===== src/rtl/riscv_pkg.sv =====
// rtl/riscv_pkg.sv - shared RV32I encodings for the execute stage
package riscv_pkg;

    localparam int XLEN = 32;

    localparam logic [2:0] ALU_ADD = 3'b000;
    localparam logic [2:0] ALU_SUB = 3'b001;
    localparam logic [2:0] ALU_AND = 3'b010;
    localparam logic [2:0] ALU_OR  = 3'b011;
    localparam logic [2:0] ALU_XOR = 3'b100;
    localparam logic [2:0] ALU_SLT = 3'b101;
    localparam logic [2:0] ALU_SLL = 3'b110;
    localparam logic [2:0] ALU_SRL = 3'b111;

    localparam logic [1:0] FWD_RF = 2'b00;
    localparam logic [1:0] FWD_W  = 2'b01;
    localparam logic [1:0] FWD_M  = 2'b10;

    localparam logic [2:0] BEQ  = 3'b000;
    localparam logic [2:0] BNE  = 3'b001;
    localparam logic [2:0] BLT  = 3'b100;
    localparam logic [2:0] BGE  = 3'b101;
    localparam logic [2:0] BLTU = 3'b110;
    localparam logic [2:0] BGEU = 3'b111;

endpackage


===== src/rtl/alu.sv =====
// rtl/alu.sv - 32-bit wrap-around ALU; Zero always reflects SrcA-SrcB
module alu
    import riscv_pkg::*;
(
    input  logic [XLEN-1:0] SrcA,
    input  logic [XLEN-1:0] SrcB,
    input  logic [2:0]      ALUControl,
    output logic [XLEN-1:0] ALUResult,
    output logic            Zero
);

    logic [XLEN-1:0] diff;

    assign diff = SrcA - SrcB;
    // Branches rely on Zero regardless of the selected operation.
    assign Zero = (diff == '0);

    always_comb begin
        ALUResult = '0;
        case (ALUControl)
            ALU_ADD: ALUResult = SrcA + SrcB;
            ALU_SUB: ALUResult = diff;
            ALU_AND: ALUResult = SrcA & SrcB;
            ALU_OR:  ALUResult = SrcA | SrcB;
            ALU_XOR: ALUResult = SrcA ^ SrcB;
            ALU_SLT: ALUResult = {{(XLEN-1){1'b0}}, ($signed(SrcA) < $signed(SrcB))};
            ALU_SLL: ALUResult = SrcA << SrcB[4:0];
            ALU_SRL: ALUResult = SrcA >> SrcB[4:0];
            default: ALUResult = '0;
        endcase
    end

endmodule


===== src/rtl/execute_cycle.sv =====
// rtl/execute_cycle.sv - RV32I EX stage: forwarding, ALU, branch/jump resolution, EX/MEM register
module execute_cycle
    import riscv_pkg::*;
(
    input  logic            clk,
    input  logic            rst,
    input  logic [XLEN-1:0] RD1_E,
    input  logic [XLEN-1:0] RD2_E,
    input  logic [XLEN-1:0] ImmExtE,
    input  logic [XLEN-1:0] PCE,
    input  logic [XLEN-1:0] PCPlus4E,
    input  logic [XLEN-1:0] InstrE,
    input  logic [4:0]      RdE,
    input  logic            RegWriteE,
    input  logic            MemWriteE,
    input  logic            JumpE,
    input  logic            jalrE,
    input  logic            BranchE,
    input  logic            ALUSrcE,
    input  logic [2:0]      ALUControlE,
    input  logic [1:0]      ResultSrcE,
    input  logic [1:0]      ForwardAE,
    input  logic [1:0]      ForwardBE,
    input  logic [XLEN-1:0] ResultW,
    output logic            PCSrcE,
    output logic [XLEN-1:0] PCTargetE,
    output logic [XLEN-1:0] ALUResultM,
    output logic [XLEN-1:0] WriteDataM,
    output logic [XLEN-1:0] PCPlus4M,
    output logic [4:0]      RdM,
    output logic            RegWriteM,
    output logic            MemWriteM,
    output logic [1:0]      ResultSrcM
);

    logic [XLEN-1:0] SrcAE, SrcBE, WriteDataE, ALUResultE;
    logic            ZeroE, taken;
    logic [2:0]      funct3;
    logic            unused_instr;

    assign funct3       = InstrE[14:12];
    assign unused_instr = &{1'b0, InstrE[31:15], InstrE[11:0]};

    // Select 11 falls through to the register-file value.
    function automatic logic [XLEN-1:0] fwd(input logic [1:0] sel, input logic [XLEN-1:0] rf,
                                            input logic [XLEN-1:0] w, input logic [XLEN-1:0] m);
        case (sel)
            FWD_W:   return w;
            FWD_M:   return m;
            default: return rf;
        endcase
    endfunction

    assign SrcAE      = fwd(ForwardAE, RD1_E, ResultW, ALUResultM);
    assign WriteDataE = fwd(ForwardBE, RD2_E, ResultW, ALUResultM);
    assign SrcBE      = ALUSrcE ? ImmExtE : WriteDataE;

    alu u_alu (
        .SrcA       (SrcAE),
        .SrcB       (SrcBE),
        .ALUControl (ALUControlE),
        .ALUResult  (ALUResultE),
        .Zero       (ZeroE)
    );

    always_comb begin
        taken = 1'b0;
        case (funct3)
            BEQ:     taken = ZeroE;
            BNE:     taken = !ZeroE;
            BLT:     taken = $signed(SrcAE) <  $signed(SrcBE);
            BGE:     taken = $signed(SrcAE) >= $signed(SrcBE);
            BLTU:    taken = SrcAE <  SrcBE;
            BGEU:    taken = SrcAE >= SrcBE;
            default: taken = 1'b0;
        endcase
    end

    assign PCSrcE    = JumpE | (BranchE & taken);
    assign PCTargetE = jalrE ? ((SrcAE + ImmExtE) & ~32'h1) : (PCE + ImmExtE);

    always_ff @(posedge clk or posedge rst) begin
        if (rst) begin
            ALUResultM <= '0;
            WriteDataM <= '0;
            PCPlus4M   <= '0;
            RdM        <= '0;
            RegWriteM  <= 1'b0;
            MemWriteM  <= 1'b0;
            ResultSrcM <= '0;
        end else begin
            ALUResultM <= ALUResultE;
            WriteDataM <= WriteDataE;
            PCPlus4M   <= PCPlus4E;
            RdM        <= RdE;
            RegWriteM  <= RegWriteE;
            MemWriteM  <= MemWriteE;
            ResultSrcM <= ResultSrcE;
        end
    end

endmodule

===== config.mk =====
export PLATFORM = sky130hd
export DESIGN_NAME = execute_cycle
export DESIGN_NICKNAME = d
export VERILOG_FILES = /design/src/rtl/riscv_pkg.sv /design/src/rtl/alu.sv /design/src/rtl/execute_cycle.sv
export SDC_FILE = /design/constraint.sdc
export NUM_CORES = 1
export LEC_CHECK = 0
export BUFFER_PORTS_ARGS = -buffer_cell sky130_fd_sc_hd__buf_2
export CAP_MARGIN = 20
export CORE_MARGIN = 2
export CORE_UTILIZATION = 43
export DETAILED_ROUTE_END_ITERATION = 16
export PLACE_DENSITY = 0.69
export SYNTH_ARGS = -nofsm -noshare
export SYNTH_HDL_FRONTEND = slang
export SYNTH_SLANG_ARGS = --single-unit

===== constraint.sdc =====
create_clock -name clk -period 12.1 [get_ports clk]
set_clock_uncertainty 0.1 [all_clocks]
set_input_delay 1.21 -clock clk [delete_from_list [all_inputs] [get_ports clk]]
set_output_delay 1.21 -clock clk [all_outputs]
set_load 0.02 [all_outputs]

==> results.toml <==
[die]
ios = 384
coreArea_um2 = 36400
initial_core_util_pct = 43.5
fp-row-count = 70
die_w_um = 196
design.die.area_um2 = 38400
die_h_um = 196

[setup_path]
crit_chain = "buf_2, inv_1, ha_1, buf_4, inv_1, o21ai_0, o21ai_0, ha_1, or4_1, nor2_1, o21ai_0, a31oi_1, o211ai_1, nand3_1, nor4b_1, nand4_1, nor4_2, xnor2_1, o221ai_1, buf_2"
critPathMaxStageDelay_ps = 770
path_common_cell = "o21ai_0"
r2r_end = "ALUResultM[30]"
end_kind = "output port"
critical_path.top_delay_family = "simple AND/OR/NAND/NOR gates"
critPathSlowestCell = "inv_1"
path_buf_inv = 5
worst-setup-path-type = "in -> out"
required_ps = 10790
r2r_slack_ps = 6630
worst_r2r_startpoint = "ALUResultM[0]"
critPathLaunch = "ForwardBE[0]"
critPathArrivalTime_ps = 7550
critPathMaxFanout = 34
worstSetupPathDepth = 20
worst_setup_path_start_kind = "input pin"
r2r_cells = 18
crit_path_end = "PCSrcE"

[yosys]
synth_nets = 2641
yosys.area_share.adder_pct = 13.4
postSynthAreaPerCell_um2 = 7.11
async_flop_share_pct = 100
ys_types = 82
muxShareOfSynthArea_pct = 3.53
netlist_area_um2 = 15900
ys.flop_type = "dfrtp_1"
yosys_warnings = 0
synth_top_family_by_area = "compound AO/OA/AOI/OAI gates"
ys_seq_area_share_pct = 16.6
synth-edff-count = 0
synthSimpleGateAreaFrac_pct = 18.8
syn_inst = 2229
synth_xor_area_share_pct = 4.97
synth_compound_area_share_pct = 35.6
ys_seq_elements = 105

[routing]
first_pass_iters = 7
wl_met1_mm = 30.5
postRouteAntennaNets = 0
routed_wl_mm = 75.3
drt_first_iter_violations = 2657
top_layer_used = "met5"
post_drt_wl_per_cell_um = 25.3
avgViaCountPerCell = 6.47
wl_met3_mm = 8.10
met2_length_mm = 33.3
drc_errors = 0
vias = 19282

[power]
p_comb_share_pct = 68.7
swShare_pct = 54.1
p_per_area_nw_per_um2 = 130
pwr-share-seq_pct = 18.7
p_sw_mw = 1.29
p_leak_nw = 8.69
internal_power_mw = 1.10
ir_worst_vdd_mv = 0.0732
p_total_mw = 2.39
pwr-share-clk_pct = 12.6

[layout]
fillers = 3696
area_delta_synth_final_pct = 15.6
drive_gt1_share_pct = 18.2
final_common_cell = "buf_2"
final_cell_mix = "buf_2, o21ai_0, nand2_1"
design_area_um2 = 18300
fin_nets = 2914

[clocking]
cts_root_buffer = "clkbuf_16"
cts_tree = "built"
ctsHoldBuffers = 0
clock_path_buffers = 2
clk_latency_ps = 370
cts_buffers = 9
htreeDepth = 3
clk_pin_slew_ps = 80
post-cts-setup-buffers = 0
cts.sinks = 105
cts_resized = 0

[run_status]
status = "finished, final reports clean"

[sta]
tightestPinTransition_ps = 1150
relSlewSlack_pct = 22.4
max_freq_mhz = 113
hold_viol = 0
period_minus_slack_ps = 8860
finalSetupTns_ps = 0
rsz0062_at_grt = "no"
drv_slew = 0
finalCritPeriodShare_pct = 73.2
final-setup-viol-count = 0

[place]
dpl_cell_area_um2 = 18000
port_buffers = 354
gp_congestion = 1.01
place_hpwl_mm = 60.0

[grt]
grt_max_degree = 65
antenna_found_initial = 7
grt_pass1_vias = 17826
grt_pass1_wl_mm = 110
overflow = 0
grtUsageTotal_pct = 37.6

[min_path]
hold_path.class = "reg -> reg"

[job]
cap_violations = 0
## stage by stage
step           hold WS [ps]  instances  setup WS [ps]  utilization (%)
4_1_cts                 638       2975           3380             50.3
3_5_place_dp            617       2959           3410             49.5
6_report                640       2981           3240             50.3
3_3_place_gp            593       2959           3520             49.5
5_1_grt                 671       2979           2970             50.3
2_1_floorplan           596       2229           4690                -
## synthesized netlist by cell type, types with 11 or more instances
cell / number / area, µm²
a211oi_1: 40 / 300
a21o_1: 40 / 300
a21oi_1: 196 / 981
a221o_1: 46 / 460
a22oi_1: 46 / 345
a31oi_1: 26 / 163
and3_1: 16 / 100
buf_1: 19 / 71.3
clkbuf_1: 110 / 413
dfrtp_1: 105 / 2630
ha_1: 162 / 2030
inv_1: 151 / 567
mux2i_1: 48 / 480
nand2_1: 227 / 852
nand2b_1: 31 / 194
nand3_1: 43 / 215
nand4_1: 14 / 87.6
nor2_1: 183 / 687
nor2b_1: 18 / 113
nor3_1: 45 / 225
o211ai_1: 41 / 308
o21a_1: 23 / 173
o21ai_0: 240 / 1200
o21bai_1: 14 / 105
o221ai_1: 11 / 96.3
o22ai_1: 35 / 219
or3_1: 20 / 125
xnor2_1: 59 / 517
xor2_1: 31 / 272
## routing by layer
layer  track usage, %  up-vias
met5                0        -
met3             7.43      203
met4             16.4        4
met2             58.7     1218
li1                 -     8696
met1             50.4     9161
## sequential cells by signal, summed over array words and instances (netlist names)
name / count
WriteDataM: 32
PCPlus4M: 32
ResultSrcM: 2
RdM: 5
MemWriteM: 1
RegWriteM: 1
ALUResultM: 32
## logic make-up after synthesis
logic type               Yosys count
AO/OA/AOI/OAI                    868
XOR/XNOR                          90
adder cells (fa/ha/maj)          167
buffers and inverters            297
flip-flops                       105
multiplexers                      55
AND/OR/NAND/NOR                  647
## worst min-delay path, stage by stage, from the launching register on
cell     delay [ps]
dfrtp_1         380
a221o_1         160
o21ai_0         110
inv_1            60
## layout make-up
cell class                      instances  area [µm²]  share of cell area (%)
Antenna cell                            6        15.0                  0.0819
Sequential cell                       105        2630                    14.3
Multi-Input combinational cell       1827       12100                    66.0
Tap cell                              468         586                    3.19
Inverter                              157         592                    3.23
Timing Repair Buffer                  402        2130                    11.6
Clock buffer                            9         225                    1.23
Clock inverter                          7        58.8                   0.321
## how the worst min path moves through the flow
stage | startpoint | end | slack (ps) | cells after the start
after floorplan | ALUResultM[0] | WriteDataM[0] | 600 | 2
after global placement | ALUResultM[11] | WriteDataM[11] | 590 | 3
after detailed placement | ALUResultM[11] | WriteDataM[11] | 620 | 3
after CTS | ALUResultM[11] | WriteDataM[11] | 640 | 3
after global routing | ALUResultM[11] | WriteDataM[11] | 670 | 3
final | ALUResultM[11] | WriteDataM[11] | 640 | 3
## power groups by stage
stage          Sequential, mW  Clock (mW)  Combinational, mW
2_1_floorplan           0.494           0               1.01
5_1_grt                 0.448       0.317               1.75
6_report                0.445       0.302               1.64
4_1_cts                 0.442       0.305               1.59
3_5_place_dp            0.449           0               1.58
3_3_place_gp            0.448           0               1.58
(Power assumes the default switching activity.)
